$ cat config.mk
export PLATFORM = sky130hd
export DESIGN_NAME = sgr_encoder
export DESIGN_NICKNAME = d
export VERILOG_FILES = /design/src/rtl/sgr_encoder.sv
export SDC_FILE = /design/constraint.sdc
export NUM_CORES = 1
export LEC_CHECK = 0
export CAP_MARGIN = 10
export CORE_MARGIN = 5
export CORE_UTILIZATION = 55
export DETAILED_ROUTE_END_ITERATION = 16
export PLACE_DENSITY = 0.78
export SLEW_MARGIN = 20
export SYNTH_ARGS = -nofsm -noshare
export SYNTH_HDL_FRONTEND = slang
export SYNTH_SLANG_ARGS = --single-unit
$ cat constraint.sdc
create_clock -name clk -period 6.82 [get_ports clk]
set_clock_uncertainty 0.1 [all_clocks]
set_input_delay 0.682 -clock clk [delete_from_list [all_inputs] [get_ports clk]]
set_output_delay 0.682 -clock clk [all_outputs]
set_load 0.05 [all_outputs]
$ cat src/rtl/sgr_encoder.sv
// sgr_encoder: serialises a graphics-state snapshot (fg/bg RGB333 plus four
// effect bits) as an ANSI SGR escape sequence, one byte per transfer on a
// valid/ready byte stream.
//
// state     | meaning
// ----------+--------------------------------------------------------------
// IDLE      | waiting for start
// ESC       | emitting 8'h1B
// LBR       | emitting '['
// ZERO      | emitting '0' (reset-all attribute)
// ATTR      | emitting ";<n>" for each set effect flag (attr_pos selects char)
// HDR       | emitting ";38;2" (fg) or ";48;2" (bg), hdr_idx selects char
// COMP_SEMI | emitting ';' before a colour component
// COMP_D2   | emitting hundreds digit
// COMP_D1   | emitting tens digit
// COMP_D0   | emitting units digit
// TERM      | emitting 'm'
// FIN       | done pulse; a start here is accepted
`timescale 1ns/1ps
module sgr_encoder #(
    parameter logic [8:0] DEFAULT_FG = 9'h16D,
    parameter logic [8:0] DEFAULT_BG = 9'h000
) (
    input  logic       clk,
    input  logic       rst,
    input  logic       start,
    input  logic [8:0] fg,
    input  logic [8:0] bg,
    input  logic       underline,
    input  logic       blink,
    input  logic       negative,
    input  logic       bright,
    output logic [7:0] out_data,
    output logic       out_valid,
    input  logic       out_ready,
    output logic       busy,
    output logic       done
);

    typedef enum logic [3:0] {
        IDLE, ESC, LBR, ZERO, ATTR, HDR, COMP_SEMI,
        COMP_D2, COMP_D1, COMP_D0, TERM, FIN
    } state_t;

    state_t     state, state_nxt;
    logic [8:0] snap_fg, snap_bg;
    // [0]=bright [1]=underline [2]=blink [3]=negative, i.e. emission order
    logic [3:0] snap_flags;
    logic [1:0] flag_idx, flag_idx_nxt;
    logic       attr_pos, attr_pos_nxt;
    logic [2:0] hdr_idx, hdr_idx_nxt;
    logic       blk_bg, blk_bg_nxt;
    logic [1:0] comp_idx, comp_idx_nxt;

    logic       accept;
    logic       xfer;
    logic       fg_custom, bg_custom;
    logic       flag_found;
    logic [1:0] flag_next;
    state_t     sec_state;
    logic       sec_blk;
    logic [8:0] comp_col;
    logic [2:0] comp_c;
    logic [7:0] comp_v;
    logic [1:0] hund;
    logic [7:0] rem;
    logic [3:0] tens;
    logic [7:0] tens_sub;
    logic [3:0] units;
    logic [7:0] hdr_char;
    logic [7:0] flag_char;

    assign accept    = start && ((state == IDLE) || (state == FIN));
    assign xfer      = out_valid && out_ready;
    assign fg_custom = (snap_fg != DEFAULT_FG);
    assign bg_custom = (snap_bg != DEFAULT_BG);

    // Next set effect flag: from index 0 when leaving ZERO, otherwise above the current one
    always_comb begin
        flag_found = 1'b0;
        flag_next  = 2'd0;
        for (int k = 3; k >= 0; k--) begin
            if (snap_flags[k] && ((state == ZERO) || (3'(k) > {1'b0, flag_idx}))) begin
                flag_found = 1'b1;
                flag_next  = 2'(k);
            end
        end
    end

    // Where the stream goes once the effect flags are exhausted
    always_comb begin
        sec_state = TERM;
        sec_blk   = 1'b0;
        if (fg_custom) begin
            sec_state = HDR;
            sec_blk   = 1'b0;
        end else if (bg_custom) begin
            sec_state = HDR;
            sec_blk   = 1'b1;
        end
    end

    // Current colour component expanded to 8 bits and split into decimal digits
    always_comb begin
        comp_col = blk_bg ? snap_bg : snap_fg;
        case (comp_idx)
            2'd0:    comp_c = comp_col[8:6];
            2'd1:    comp_c = comp_col[5:3];
            default: comp_c = comp_col[2:0];
        endcase
        comp_v = {comp_c, comp_c, comp_c[2:1]};
        if (comp_v >= 8'd200) begin
            hund = 2'd2;
            rem  = comp_v - 8'd200;
        end else if (comp_v >= 8'd100) begin
            hund = 2'd1;
            rem  = comp_v - 8'd100;
        end else begin
            hund = 2'd0;
            rem  = comp_v;
        end
        tens     = 4'd0;
        tens_sub = 8'd0;
        for (int k = 1; k < 10; k++) begin
            if (rem >= 8'(k * 10)) begin
                tens     = 4'(k);
                tens_sub = 8'(k * 10);
            end
        end
        units = 4'(rem - tens_sub);
    end

    // Character lookups for the colour header and the effect codes
    always_comb begin
        case (hdr_idx)
            3'd0:    hdr_char = 8'h3B;
            3'd1:    hdr_char = blk_bg ? 8'h34 : 8'h33;
            3'd2:    hdr_char = 8'h38;
            3'd3:    hdr_char = 8'h3B;
            default: hdr_char = 8'h32;
        endcase
        case (flag_idx)
            2'd0:    flag_char = 8'h31;
            2'd1:    flag_char = 8'h34;
            2'd2:    flag_char = 8'h35;
            default: flag_char = 8'h37;
        endcase
    end

    // Next-state and stream outputs; every state advances only on a transfer
    always_comb begin
        state_nxt    = state;
        flag_idx_nxt = flag_idx;
        attr_pos_nxt = attr_pos;
        hdr_idx_nxt  = hdr_idx;
        blk_bg_nxt   = blk_bg;
        comp_idx_nxt = comp_idx;
        out_valid    = 1'b0;
        out_data     = 8'h00;
        busy         = 1'b0;
        done         = 1'b0;
        case (state)
            IDLE: begin
                if (start) state_nxt = ESC;
            end
            ESC: begin
                out_valid = 1'b1;
                busy      = 1'b1;
                out_data  = 8'h1B;
                if (xfer) state_nxt = LBR;
            end
            LBR: begin
                out_valid = 1'b1;
                busy      = 1'b1;
                out_data  = 8'h5B;
                if (xfer) state_nxt = ZERO;
            end
            ZERO: begin
                out_valid = 1'b1;
                busy      = 1'b1;
                out_data  = 8'h30;
                if (xfer) begin
                    if (flag_found) begin
                        state_nxt    = ATTR;
                        flag_idx_nxt = flag_next;
                        attr_pos_nxt = 1'b0;
                    end else begin
                        state_nxt   = sec_state;
                        blk_bg_nxt  = sec_blk;
                        hdr_idx_nxt = 3'd0;
                    end
                end
            end
            ATTR: begin
                out_valid = 1'b1;
                busy      = 1'b1;
                out_data  = attr_pos ? flag_char : 8'h3B;
                if (xfer) begin
                    if (!attr_pos) begin
                        attr_pos_nxt = 1'b1;
                    end else if (flag_found) begin
                        flag_idx_nxt = flag_next;
                        attr_pos_nxt = 1'b0;
                    end else begin
                        state_nxt   = sec_state;
                        blk_bg_nxt  = sec_blk;
                        hdr_idx_nxt = 3'd0;
                    end
                end
            end
            HDR: begin
                out_valid = 1'b1;
                busy      = 1'b1;
                out_data  = hdr_char;
                if (xfer) begin
                    if (hdr_idx == 3'd4) begin
                        state_nxt    = COMP_SEMI;
                        comp_idx_nxt = 2'd0;
                    end else begin
                        hdr_idx_nxt = hdr_idx + 3'd1;
                    end
                end
            end
            COMP_SEMI: begin
                out_valid = 1'b1;
                busy      = 1'b1;
                out_data  = 8'h3B;
                if (xfer) begin
                    if (hund != 2'd0)      state_nxt = COMP_D2;
                    else if (tens != 4'd0) state_nxt = COMP_D1;
                    else                   state_nxt = COMP_D0;
                end
            end
            COMP_D2: begin
                out_valid = 1'b1;
                busy      = 1'b1;
                out_data  = 8'h30 + {6'd0, hund};
                if (xfer) state_nxt = COMP_D1;
            end
            COMP_D1: begin
                out_valid = 1'b1;
                busy      = 1'b1;
                out_data  = 8'h30 + {4'd0, tens};
                if (xfer) state_nxt = COMP_D0;
            end
            COMP_D0: begin
                out_valid = 1'b1;
                busy      = 1'b1;
                out_data  = 8'h30 + {4'd0, units};
                if (xfer) begin
                    if (comp_idx != 2'd2) begin
                        state_nxt    = COMP_SEMI;
                        comp_idx_nxt = comp_idx + 2'd1;
                    end else if (!blk_bg && bg_custom) begin
                        state_nxt   = HDR;
                        blk_bg_nxt  = 1'b1;
                        hdr_idx_nxt = 3'd0;
                    end else begin
                        state_nxt = TERM;
                    end
                end
            end
            TERM: begin
                out_valid = 1'b1;
                busy      = 1'b1;
                out_data  = 8'h6D;
                if (xfer) state_nxt = FIN;
            end
            FIN: begin
                done      = 1'b1;
                state_nxt = start ? ESC : IDLE;
            end
            default: state_nxt = IDLE;
        endcase
    end

    // State, walk indices and the input snapshot
    always_ff @(posedge clk or posedge rst) begin
        if (rst) begin
            state      <= IDLE;
            snap_fg    <= 9'd0;
            snap_bg    <= 9'd0;
            snap_flags <= 4'd0;
            flag_idx   <= 2'd0;
            attr_pos   <= 1'b0;
            hdr_idx    <= 3'd0;
            blk_bg     <= 1'b0;
            comp_idx   <= 2'd0;
        end else begin
            state    <= state_nxt;
            flag_idx <= flag_idx_nxt;
            attr_pos <= attr_pos_nxt;
            hdr_idx  <= hdr_idx_nxt;
            blk_bg   <= blk_bg_nxt;
            comp_idx <= comp_idx_nxt;
            if (accept) begin
                snap_fg    <= fg;
                snap_bg    <= bg;
                snap_flags <= {negative, blink, underline, bright};
            end
        end
    end

endmodule

==> results.cfg <==
[floorplan]
core_area_um2 = 5610
die_h_um = 86.5
io-pin-count = 37
start_util = 0.574
rows = 27
die_x_um = 86.5
die_area_um2 = 7480

[detailed_routing]
ant_nets = 0
routedWlPerCell_um = 17.2
vias_per_cell = 6.35
drc = 0
vias = 2977
drt_pre_antenna_iters = 5
drt-total-wl_um = 8090
drt_iter0_markers = 213

[setup_path]
reg2regPathDepth = 19
required_ps = 6040
crit_fanout = 11
end_kind = output pin
start_kind = flip-flop
crit_arrival_ps = 5610
r2r_start = comp_idx[1]
slowest_delay_ps = 440
crit_cells = 27
path_class = flip-flop to output pin
cp_slowest_cell = fa_1
regToRegSetupSlack_ps = 2690
cp.buffers_inverters = 5
critPathTopFamily = compound AO/OA/AOI/OAI gates
reg2reg_to = state[0]
worst_path_most_repeated_cell = ha_1

[yosys]
ys_seq_area_frac = 0.272
synth_edf_count = 0
syn_area_um2 = 3220
synth_top_cell_by_area = dfrtp_1
synth_top_area_share = 0.272
yosys_register_bits = 35
synth_cell_type_count = 76
synthArstFlopShare = 1.00
syn-num-nets = 411
postSynthAreaPerCell_um2 = 8.81
syn_inst = 365
synth.area.top_cells = dfrtp_1, mux2_2, ha_1
yosysWarnings = 0
synthFlopType = dfrtp_1

[timing]
post-route-period-util = 0.938
setup_tns_ps = 0
setup_viol = 0
rsz0062_at_grt = no
max_slew.worst_pin.slew_ps = 1100
max_freq_ghz = 0.156
hold_viol = 0
final_max_slew_viol_count = 0
final.min_clock_period_ps = 6390
slew_headroom = 0.269

[status]
status = completed

[clocking]
clockRootBuffer = clkbuf_8
post-cts-setup-buffers = 0
cts_buffer_depth = 2
cts-resized-gates = 0
insertion_delay_ps = 300
clk_pin_slew_ps = 80
cts_sinks = 35
cts_hold_buf = 0
cts_tree = built
htreeDepth = 2
cts_made_buffers = 5

[placed_design]
io_buffers = 35
dpl.hpwl_um = 6110
gp_congestion = 0.959

[global_routing]
grtUsageTotal = 0.218
grt_pass1_vias = 2718
grt_max_degree = 36
grt_first_pass_wirelength_um = 13300
antenna_found_initial = 0
overflow = 0

[finish]
synthToLayoutAreaGrowth_pct = 15.7
nNetsFinal = 442
nFillCells = 464
final_layout_size_suffix_gt1_frac = 0.181
diodes = 0
utilization = 0.664

[min_path]
hold_start = snap_fg[1]
hold_depth = 1
hold_path.class = flip-flop to flip-flop
holdPathEnd = snap_fg[1]

[run]
maxCapViolCount = 0
## synthesized netlist by cell type (4+ instances only)
master    instances
o21ai_0          16
a41oi_1           4
mux2_2           28
a21oi_1          35
ha_1             19
a211oi_1          6
dfrtp_1          35
nor4_1            5
a211o_1           4
nand2_1          29
nor3_1            5
and2_1            7
nand3_1           7
inv_1            17
nor2_1           32
nor2b_1          10
and3_1            4
nand3b_1          4
clkbuf_1         10
## worst max path at each step
| stage | start | endpoint |
|---|---|---|
| 2_1_floorplan | comp_idx[0] | out_data[2] |
| 4_1_cts | blk_bg | out_data[3] |
| 3_3_place_gp | blk_bg | out_data[3] |
| 6_report | comp_idx[1] | out_data[2] |
| 5_1_grt | comp_idx[0] | out_data[2] |
| 3_5_place_dp | blk_bg | out_data[3] |
## logic make-up (layout without fill, tap and decap cells)
group / count (synthesis) / count (layout) / synth area share
buffers and inverters: 35 / 67 / 0.0525
AOI/OAI and AO/OA: 113 / 113 / 0.258
xor gates and xnor gates: 2 / 2 / 0.00545
other: 1 / 1 / 0.00117
DFF: 35 / 35 / 0.272
adders and majority gates: 21 / 21 / 0.0836
muxes: 35 / 35 / 0.124
and+or+nand+nor: 123 / 123 / 0.203
## registers in the layout (all words and copies together) (netlist names)
name	count
snap_bg	9
snap_fg	9
snap_flags	4
state	4
hdr_idx	3
comp_idx	2
flag_idx	2
attr_pos	1
blk_bg	1
## worst register-to-register path, delay by kind of cell (launching register included)
kind / cells / cell delay, ps
compound gates: 8 / 1660
fa+ha+maj: 3 / 740
buf+inv: 3 / 320
flops: 1 / 390
simple gates: 5 / 780
## per-stage QoR
stage / worst slack [ps] / instances / hold slack [ps] / instance area [µm²]
after floorplan: 1030 / 365 / 387 / 3220
after global placement: 667 / 461 / 408 / 3600
after detailed placement: 484 / 461 / 421 / 3600
after CTS: 101 / 469 / 438 / 3720
after global routing: 31.6 / 469 / 470 / 3720
final: 425 / 469 / 439 / 3720
## area by class of cell
cell class                 count  area [µm²]  area share
timing repair buffer          39         383       0.103
tap                           72        90.1      0.0242
clock buffer                   5        68.8      0.0185
inverter                      20        82.6      0.0222
clock inverter                 3        46.3      0.0124
multi-input combinational    295        2170       0.584
sequential                    35         877       0.236
## routing by layer
metal	track usage	routed length, µm	part of all wire	vias up
li1	-	-	-	1417
met2	0.363	3810	0.47	117
met5	0	0	0	-
met3	0.0342	492	0.061	13
met1	0.297	3650	0.45	1430
met4	0.0538	131	0.016	0
## layout by cell type, fill, tap and decap left out, types with 6 or more instances in the layout
| cell | synthesis | routed |
|---|---|---|
| nand3_1 | 7 | 7 |
| dfrtp_1 | 35 | 34 |
| mux2_2 | 28 | 28 |
| nand2_1 | 29 | 29 |
| nor2_1 | 32 | 31 |
| a211oi_1 | 6 | 6 |
| ha_1 | 19 | 19 |
| nor2b_1 | 10 | 10 |
| and2_1 | 7 | 7 |
| a21oi_1 | 35 | 35 |
| o21ai_0 | 16 | 16 |
| clkdlybuf4s50_1 | 0 | 32 |
| inv_1 | 17 | 17 |
Power is not shown: default switching activity piles up to over one toggle a cycle in this logic, so the estimate is an artifact.
